--- config.mk ---
export PLATFORM = sky130hd
export DESIGN_NAME = fft_iter_frame_sched
export DESIGN_NICKNAME = d
export VERILOG_FILES = /design/src/rtl/fft_iter_frame_sched.sv
export SDC_FILE = /design/constraint.sdc
export NUM_CORES = 1
export LEC_CHECK = 0
export BUFFER_PORTS_ARGS = -buffer_cell sky130_fd_sc_hd__buf_2
export CAP_MARGIN = 10
export CORE_ASPECT_RATIO = 1.2
export CORE_MARGIN = 2
export CORE_UTILIZATION = 49
export CTS_BUF_LIST = sky130_fd_sc_hd__clkbuf_8
export DETAILED_ROUTE_END_ITERATION = 12
export PLACE_DENSITY = 0.77
export SYNTH_ARGS = -nofsm -noshare
export SYNTH_HDL_FRONTEND = slang
export SYNTH_SLANG_ARGS = --single-unit
--- constraint.sdc ---
create_clock -name CLK -period 1.5 [get_ports CLK]
set_clock_uncertainty 0.05 [all_clocks]
set_input_delay 0.075 -clock CLK [delete_from_list [all_inputs] [get_ports CLK]]
set_output_delay 0.075 -clock CLK [all_outputs]
set_load 0.1 [all_outputs]
--- src/rtl/fft_iter_frame_sched.sv ---
// Ping-pong frame scheduler for an iterative FFT core.
// Two banks cycle FREE -> FULL -> DONE -> FREE. The loader fills one bank while
// the core computes on the other and the drain port empties whichever is DONE.
// The load, compute and drain pointers each advance 0 -> 1 -> 0 in strict order.
// Optional build macro: FFT_SCHED_BITREV_EN. When defined, RD_ADDR is the base-4
// digit reversal of the read index (radix-4 output order). N_WL must be even.
module fft_iter_frame_sched #(
    parameter int unsigned N_WL = 6
) (
    input  logic            CLK,
    input  logic            RST,
    input  logic            EN,
    input  logic            IN_VALID,
    output logic            IN_READY,
    output logic [N_WL-1:0] WR_ADDR,
    output logic            LOAD_BANK,
    output logic            FFT_START,
    output logic            FFT_BANK,
    input  logic            FFT_DONE,
    output logic            OUT_VALID,
    input  logic            OUT_READY,
    output logic [N_WL-1:0] RD_ADDR,
    output logic            OUT_BANK,
    output logic            BUSY,
    output logic            ERR
);

    typedef enum logic [1:0] {
        StFree,
        StFull,
        StDone
    } bank_st_e;

    typedef enum logic {
        CoreIdle,
        CoreBusy
    } core_st_e;

    bank_st_e        status_q [2];
    bank_st_e        status_d [2];
    core_st_e        core_q, core_d;
    logic            ld_q, ld_d;
    logic            cmp_q, cmp_d;
    logic            out_q, out_d;
    logic [N_WL-1:0] wr_addr_q, wr_addr_d;
    logic [N_WL-1:0] rd_idx_q, rd_idx_d;
    logic            err_q, err_d;

    logic            in_ready;
    logic            out_valid;
    logic            fft_start;
    logic            accept;
    logic            drain;

    // Scheduling state register; synchronous active-low reset discards any frames in flight.
    always_ff @(posedge CLK) begin
        if (!RST) begin
            status_q[0] <= StFree;
            status_q[1] <= StFree;
            core_q      <= CoreIdle;
            ld_q        <= 1'b0;
            cmp_q       <= 1'b0;
            out_q       <= 1'b0;
            wr_addr_q   <= '0;
            rd_idx_q    <= '0;
            err_q       <= 1'b0;
        end else begin
            status_q[0] <= status_d[0];
            status_q[1] <= status_d[1];
            core_q      <= core_d;
            ld_q        <= ld_d;
            cmp_q       <= cmp_d;
            out_q       <= out_d;
            wr_addr_q   <= wr_addr_d;
            rd_idx_q    <= rd_idx_d;
            err_q       <= err_d;
        end
    end

    // Handshakes, start pulse and next-state; each status write targets a distinct bank.
    always_comb begin
        status_d[0] = status_q[0];
        status_d[1] = status_q[1];
        core_d      = core_q;
        ld_d        = ld_q;
        cmp_d       = cmp_q;
        out_d       = out_q;
        wr_addr_d   = wr_addr_q;
        rd_idx_d    = rd_idx_q;
        err_d       = err_q;

        in_ready  = EN && (status_q[ld_q] == StFree);
        out_valid = EN && (status_q[out_q] == StDone);
        fft_start = EN && (core_q == CoreIdle) && (status_q[cmp_q] == StFull);
        accept    = IN_VALID && in_ready;
        drain     = out_valid && OUT_READY;

        if (accept) begin
            wr_addr_d = wr_addr_q + 1'b1;
            if (wr_addr_q == '1) begin
                status_d[ld_q] = StFull;
                ld_d           = ~ld_q;
            end
        end

        if (fft_start) begin
            core_d = CoreBusy;
        end

        // Completion is honoured even with EN low so a pulse is never lost.
        if (FFT_DONE) begin
            if (core_q == CoreBusy) begin
                status_d[cmp_q] = StDone;
                core_d          = CoreIdle;
                cmp_d           = ~cmp_q;
            end else begin
                err_d = 1'b1;
            end
        end

        if (drain) begin
            rd_idx_d = rd_idx_q + 1'b1;
            if (rd_idx_q == '1) begin
                status_d[out_q] = StFree;
                out_d           = ~out_q;
            end
        end
    end

`ifdef FFT_SCHED_BITREV_EN
    // Read address is the read index with its base-4 digits in reverse order.
    always_comb begin
        RD_ADDR = '0;
        for (int unsigned d = 0; d < N_WL / 2; d++) begin
            RD_ADDR[2*d +: 2] = rd_idx_q[N_WL-2-2*d +: 2];
        end
    end
`else
    // Read address follows the read index directly (natural order).
    always_comb begin
        RD_ADDR = rd_idx_q;
    end
`endif

    assign IN_READY  = in_ready;
    assign OUT_VALID = out_valid;
    assign FFT_START = fft_start;
    assign WR_ADDR   = wr_addr_q;
    assign LOAD_BANK = ld_q;
    assign FFT_BANK  = cmp_q;
    assign OUT_BANK  = out_q;
    assign BUSY      = (core_q == CoreBusy);
    assign ERR       = err_q;

endmodule
* Word level (Yosys, flattened, before mapping)
Memories as Yosys holds them, arrays and structs flattened. A register that Yosys moved wholly into a read port is not among the register bits.
Index checks and enable logic that the tools add are counted.
** Operators by class
- Add/subtract/negate cells :: 2
- $mul :: 0
- Div/mod/pow operators :: 0
- Magnitude comparators :: 6
- Eq/ne operators :: 4
- Shift operators :: 0
- Muxes and demuxes :: 25
- Bitwise logic cells :: 17
- Reductions and logical operators :: 14
** Operators by type and width (count)
- $mux 4 :: 6
- $add 6x1->6 const B :: 2
- $eq 6x6->1 const B :: 2
- $mux 1 :: 11
- $mux 2 :: 5
- $logic_and 1x1->1 :: 9
- $reduce_and 2->1 :: 4
- $demux 2 s1 :: 3
- $ge 2x2->1 const B :: 3
- $lt 2x1->1 const B :: 3
- $not 1->2 :: 3
- $and 2x2->2 :: 2
- $and 4x4->4 :: 1
- $not 1->1 :: 4
- $not 2->2 :: 2
- $not 4->4 :: 1
- $or 2x2->2 :: 2
- $eq 2x1->1 const B :: 1
- $eq 2x2->1 const B :: 1
- $logic_not 2->1 :: 1
- $or 1x1->1 :: 2
** Storage, ports and cells
- Register bits :: 17
- Latch bits :: 0
- Memory bits (writable) :: 4
- Memory bits (read-only) :: 0
- Input bits :: 6
- Output and inout port bits :: 20
- Word-level logic and storage cells :: 76
- Memories kept :: 1
** Memories
- status_q :: words 2, bits a word 2, read ports 5, clocked after memory_dff 3, write ports 2, RTL line 39 : bank_st_e status_q [2];

* Longest topological paths before layout
Gate-level depths: netlist (run 1).
- Word-level depth :: 16
- Depth in mapped cells :: 5
- Depth with buffers taken out :: 5

* Least setup slack after synthesis (run 1)
No wires, ideal clock.
- Path type :: register to register
- From :: reg core_q (netlist: BUSY)
- To :: reg core_q (netlist: BUSY)
- Setup time :: 68 ps
- Arrival :: 3367 ps
- Required time :: 1382 ps
- Path slack :: -1985 ps
- Cell stages (with the launch flop) :: 3
- Buffers on the path :: 0
- Period minus slack after synthesis :: 3485 ps
- Cells stage by stage :: dfxtp_1 nor3b_1 o21a_1
** Between the ends
- Word-level cells in the longest chain between the ends :: 6
** Ends and longest elaborated chain
- from (decl) :: RTL line 41 : core_st_e core_q, core_d;
- from (signal assigned) :: RTL line 60 : core_q <= CoreIdle;
- from (signal assigned) :: RTL line 70 : core_q <= core_d;
- $not 1->1 (no line) (*)
- $logic_and 1x1->1 (*) (2 in series) :: RTL line 94 : fft_start = EN && (core_q == CoreIdle) && (status_q[cmp_q] == StFull);
- named net FFT_START :: RTL line 17 : output logic FFT_START,
- $mux 1 (*) :: RTL line 106 : if (fft_start) begin
- $mux 1 :: RTL line 112 : if (core_q == CoreBusy) begin
- $mux 1 (*) :: RTL line 111 : if (FFT_DONE) begin
The timed path passes the listed nets; every way through them passes the cells marked *.
A chain may end at the register's enable or synchronous reset.

==> flow_metrics.py, run 1 <==
metrics = {
    "die": {
        "die_h_um": 55.4,
        "rows": 18,
        "dieArea_um2": 2590,
        "die_w_um": 46.8,
        "start_util_pct": 52.1,
        "core_um2": 2070,
        "io_pins": 26,
    },
    "drt": {
        "wl_per_cell_um": 14.4,
        "vias": 1057,
        "drc": 0,
        "drt_iter0_drc": 22,
        "routed_via_density": 5.68,
        "antenna_left": 0,
        "drt_wl_total_um": 2670,
        "firstDrtPassIters": 4,
    },
    "pwr": {
        "p_switching_uw": 296,
        "p_leak_nw": 0.642,
        "internal_power_uw": 845,
        "powerDensity_nw_per_um2": 697,
        "power_frac_comb_pct": 11.6,
        "pwr-share-clk_pct": 33.2,
        "power_mw": 1.14,
        "peakVddDrop_uv": 646,
        "swShare_pct": 25.9,
        "power_frac_seq_pct": 55.2,
    },
    "sta": {
        "hold_viol_final": 0,
        "fin_crit_sh_pct": 106,
        "relSlewSlack_pct": 67.8,
        "timing.hold.ws_ps": 39.1,
        "clock.fmax_mhz": 627,
        "rsz0062_at_grt": "yes",
        "worst_slew_pin_slew_ps": 486,
        "fin_crit_ps": 1600,
        "setup_viol": 12,
        "slew_violations": 0,
        "worst_slack_ps": -96.0,
    },
    "setup_path": {
        "r2r-start": "status_q[0][0]",
        "worst_ep_arrival_time_ps": 1470,
        "end_kind": "output port",
        "ff2ff_setup_slack_ps": -90,
        "criticalPathCategory": "reg -> out",
        "crit_fanout": 3,
        "critPathLaunch": "status_q[0][0]",
        "ff2ff_path_depth": 5,
        "required_ps": 1370,
        "crit_path_start_kind": "register",
        "r2r_end": "WR_ADDR[3]",
    },
    "yosys": {
        "synthTopCellsByArea": "dfxtp_1 45%, a21oi_1 5.6%, xor2_1 4.9%",
        "syn_avg_cell_area_um2": 9.38,
        "synth_largest_area_cell": "dfxtp_1",
        "yosysSeqAreaShare_pct": 44.5,
        "synth-main-ff-cell": "dfxtp_1",
        "netlist-cell-type-count": 36,
        "ys_warn_count": 0,
        "synth_edf_count": 0,
        "async_reset_ff_share_pct": 0,
        "synth_top_area_share_pct": 44.5,
        "synth.cells.most_frequent": "24 x dfxtp_1, 13 x nor2_1, 12 x a21oi_1",
        "synth_seq_cells": 24,
        "syn_nets": 123,
        "synthCells": 115,
        "yosysMostFrequentCell": "dfxtp_1",
        "netlist_area_um2": 1080,
    },
    "worst_hold_path": {
        "hp-class": "in -> reg",
        "min_from": "FFT_DONE",
        "whs_endpoint": "ERR",
        "holdPathStages": 3,
    },
    "final_layout": {
        "drive_above_1_share_pct": 55.1,
        "fin_nets": 165,
        "utilization_pct": 79.0,
        "diodes": 0,
        "area_delta_synth_final_pct": 51.7,
        "final_area_um2": 1640,
    },
    "clocking": {
        "cts_root_buffer": "clkbuf_8",
        "cts_tree": "built",
        "cts_buffers": 3,
        "hold_buffers": 0,
        "cts_sinks": 24,
        "max-clock-path-buffers": 2,
        "clock_latency_ps": 260,
        "clk_pin_slew_ps": 80,
        "cts_htree_levels": 1,
    },
    "grt": {
        "grt_pass1_vias": 1021,
        "grt_antenna_before_repair": 0,
        "grt_pass1_wl_um": 4220,
        "grt_start_max_net_pins": 14,
        "grt_overflow_total": 0,
        "track_usage_pct": 21.3,
    },
    "run": {
        "maxCapViolCount": 0,
    },
    "run_status": {
        "violations": "negative setup slack",
        "run_status": "finished with violations",
    },
    "placed_design": {
        "dpl-instance-area_um2": 1460,
        "dp_hpwl_um": 1910,
        "portBuffers": 25,
        "routabilityCongestion": 0.815,
        "dp_worst_setup_slack_ps": -102,
    },
}
## cell families (layout without fill, tap and decap cells)
family                   after synthesis  in the layout  share of synthesized area, %
AO/OA/AOI/OAI                         32             32                          20.1
multiplexers                           2              2                          1.86
adder cells (fa/ha/maj)                2              2                          2.32
AND/OR/NAND/NOR                       42             42                          23.6
buffers and inverters                  7             48                          2.78
flip-flops                            24             24                          44.5
XOR/XNOR                               6              6                          4.87
## cell type report
class                   instances  area, um2
fillers                       147        435
well taps                      30       37.5
flip-flops and latches         24        536
inverters                       5       18.8
multi-input cells              84        713
repair buffers                 39        287
clock buffers                   3       41.3
clock inverters                 1       3.75
## layer usage
layer	up-vias	track usage (%)	part of all wire [%]
li1	513	-	-
met1	501	25.0	39
met2	38	37.4	56
met3	5	3.27	5.0
met4	0	6.75	0.75
met5	-	0	0
## power by group through the flow
| stage | Sequential [mW] | Clock [mW] | Combinational (mW) |
|---|---|---|---|
| CTS | 0.631 | 0.390 | 0.123 |
| global route | 0.631 | 0.413 | 0.139 |
| floorplan | 0.687 | 0 | 0.0404 |
| detailed placement | 0.647 | 0 | 0.122 |
| global placement | 0.646 | 0 | 0.120 |
| finish | 0.629 | 0.379 | 0.132 |
## through the flow
step                TNS (ps)  cells
floorplan               -479    115
global placement       -1.27    180
CTS                     -391    185
detailed placement      -257    180
finish                  -467    186
global route           -1170    186
## timing repair
item / CTS / global route
pin swaps: 3 / 8
endpoints found under the hold margin: 0 / 0
buffers inserted: 1 / 1
resized for setup: 8 / 14
endpoints found under the setup margin: 10 / 15
## worst max-delay path by stage
stage | slack, ps | cells after the start | to
after floorplan | -290 | 4 | BUSY
after global placement | -1 | 5 | status_q[0][1]
after detailed placement | -100 | 5 | status_q[1][1]
after CTS | -90 | 5 | FFT_START
after global routing | -170 | 5 | FFT_START
final | -100 | 5 | FFT_START
## cell usage in the layout, fill, tap and decap left out, types with 2 or more instances in the layout
cell      Yosys  final
a21oi_2       0      3
dfxtp_4       0     12
o41ai_2       0      3
a21oi_1      12      9
or2_4         0      2
inv_1         4      4
and4_1        2      2
o31ai_1       4      3
buf_12        0      3
buf_4         1     11
mux2i_1       2      2
xor2_1        6      6
nor2_1       13     13
nand3_1       4      2
or4_1         2      2
o211ai_1      2      2
dfxtp_1      24      4
nand2_1       7      7
o21ai_0       2      2
dfxtp_2       0      8
clkbuf_8      0      3
buf_6         0      3
buf_2         0     22
ha_4          0      2
## critical path, stage by stage, from the launching register on
cell and delay [ps]:
dfxtp_4 370, buf_6 90, inv_2 30, o31a_1 270, nor3b_4 240, buf_12 210
Power figures use the tool's default switching activity.
==> run 2: changes to the inputs <==
--- a/config.mk
+++ b/config.mk
@@ -12,7 +12,9 @@
 export CORE_UTILIZATION = 49
 export CTS_BUF_LIST = sky130_fd_sc_hd__clkbuf_8
 export DETAILED_ROUTE_END_ITERATION = 12
+export GPL_TIMING_DRIVEN = 0
 export PLACE_DENSITY = 0.77
+export SKIP_LAST_GASP = 1
 export SYNTH_ARGS = -nofsm -noshare
 export SYNTH_HDL_FRONTEND = slang
 export SYNTH_SLANG_ARGS = --single-unit
==> flow_metrics.py, run 2 (synthesized netlist as in run 1, its figures left out) <==
metrics = {
    "placed_design": {
        "routabilityCongestion": 0.843,
        "portBuffers": 25,
        "dpl.cell_count": 170,
        "dp_hpwl_um": 1780,
        "dp_worst_setup_slack_ps": -180,
        "dpl-instance-area_um2": 1340,
    },
    "final_layout": {
        "num-fill-cells": 156,
        "fin_nets": 163,
        "layout_common_cells": "22 x buf_2, 13 x dfxtp_4, 13 x nor2_1",
        "ff_latch_area_um2": 538,
        "area_delta_synth_final_pct": 47.2,
        "multi_input_area_um2": 678,
        "utilization_pct": 76.6,
        "finalNonFillerCells": 184,
        "diodes": 0,
        "drive_above_1_share_pct": 52.6,
        "final_common_cell": "buf_2",
        "final_area_um2": 1590,
    },
    "clocking": {
        "cts_root_buffer": "clkbuf_8",
        "clk_pin_slew_ps": 80,
        "cts_buffers": 3,
        "cts_tree": "built",
        "hold_buffers": 0,
        "max-clock-path-buffers": 2,
        "cts_sinks": 24,
        "cts_htree_levels": 1,
        "clock_latency_ps": 260,
    },
    "drt": {
        "routed_via_density": 5.61,
        "vias": 1033,
        "wl_per_cell_um": 13.9,
        "antenna_left": 0,
        "drt_iter0_drc": 17,
        "drt_wl_total_um": 2560,
        "firstDrtPassIters": 4,
        "drc": 0,
    },
    "die": {
        "rows": 18,
        "io_pins": 26,
        "dieArea_um2": 2590,
        "start_util_pct": 52.1,
        "die_h_um": 55.4,
        "die_w_um": 46.8,
        "core_um2": 2070,
    },
    "setup_path": {
        "crit_slowest_cell": "dfxtp_4",
        "ff2ff_path_depth": 4,
        "required_ps": 1370,
        "worstPathCellList": "inv_2 -> o31a_1 -> nor3b_4 -> buf_12",
        "crit_fanout": 3,
        "criticalPathCategory": "reg -> out",
        "slowest_delay_ps": 380,
        "crit_path_start_kind": "register",
        "end_kind": "output port",
        "worst_ep_arrival_time_ps": 1470,
    },
    "sta": {
        "clock.fmax_mhz": 626,
        "rsz0062_at_grt": "yes",
        "hold_viol_final": 0,
        "setup_viol": 11,
        "fin_crit_sh_pct": 106,
        "worst_slack_ps": -96.7,
        "slew_violations": 0,
        "fin_crit_ps": 1600,
        "relSlewSlack_pct": 66.6,
        "worst_slew_pin_slew_ps": 501,
    },
    "grt": {
        "grt_overflow_total": 0,
        "track_usage_pct": 19.8,
        "grt_pass1_wl_um": 3960,
        "grt_start_max_net_pins": 14,
        "grt_pass1_vias": 970,
        "grt_antenna_before_repair": 0,
    },
    "pwr": {
        "p_leak_nw": 0.611,
        "powerDensity_nw_per_um2": 749,
        "peakVddDrop_uv": 623,
    },
    "worst_hold_path": {
        "hp-class": "in -> reg",
        "holdPathStages": 3,
    },
    "run_status": {
        "run_status": "finished with violations",
        "violations": "negative setup slack",
    },
    "run": {
        "maxCapViolCount": 0,
    },
}
## run 2: power breakdown
group	switching, mW	internal (mW)
logic	0.0917	0.0387
clock network	0.198	0.234
registers	0.00676	0.621
## run 2: through the flow
stage / hold slack (ps) / TNS (ps) / power [mW]
floorplan: 143 / -479 / 0.728
global placement: 309 / -577 / 0.754
detailed placement: 311 / -918 / 0.756
CTS: 30.0 / -526 / 1.20
global route: 40.6 / -1320 / 1.23
finish: 40.3 / -531 / 1.19
## run 2: path summary, 6_finish.rpt
check | start | end | slack (ps)
worst max-delay path | status_q[0][0] | FFT_START | -100
worst min-delay path | FFT_DONE | ERR | 40
worst max register to register | status_q[0][0] | OUT_BANK | -70
worst min register to register | status_q[1][1] | status_q[1][1] | 430
## run 2: area by class of cell
class	instances	share of cell area, %
Sequential cell	24	33.9
Tap cell	30	2.36
Inverter	5	1.18
Clock buffer	4	3.47
Multi-Input combinational cell	84	42.7
Timing Repair Buffer	35	15.4
Buffer	2	0.946
## run 2: routing by layer
layer / global-route usage [%] / part of all wire, % / routed length [um] / up-vias
met1: 23.3 / 41 / 1040 / 498
met5: 0 / 0 / 0 / -
met4: 7.54 / 1.5 / 38 / 0
met2: 34.6 / 54 / 1390 / 27
met3: 2.29 / 3.6 / 92 / 4
li1: - / - / - / 504
## run 2: critical path, delay by kind of cell, from the launching register on
family                 cells  cell delay [ps]
buffers and inverters      2              250
AOI/OAI and AO/OA          1              300
and+or+nand+nor            1              270
DFF                        1              380
## run 2: timing repair
action	in CTS	in global routing
resized for setup	16	12
buffers inserted	6	4
endpoints found under the setup margin	13	16
pin swaps	5	5
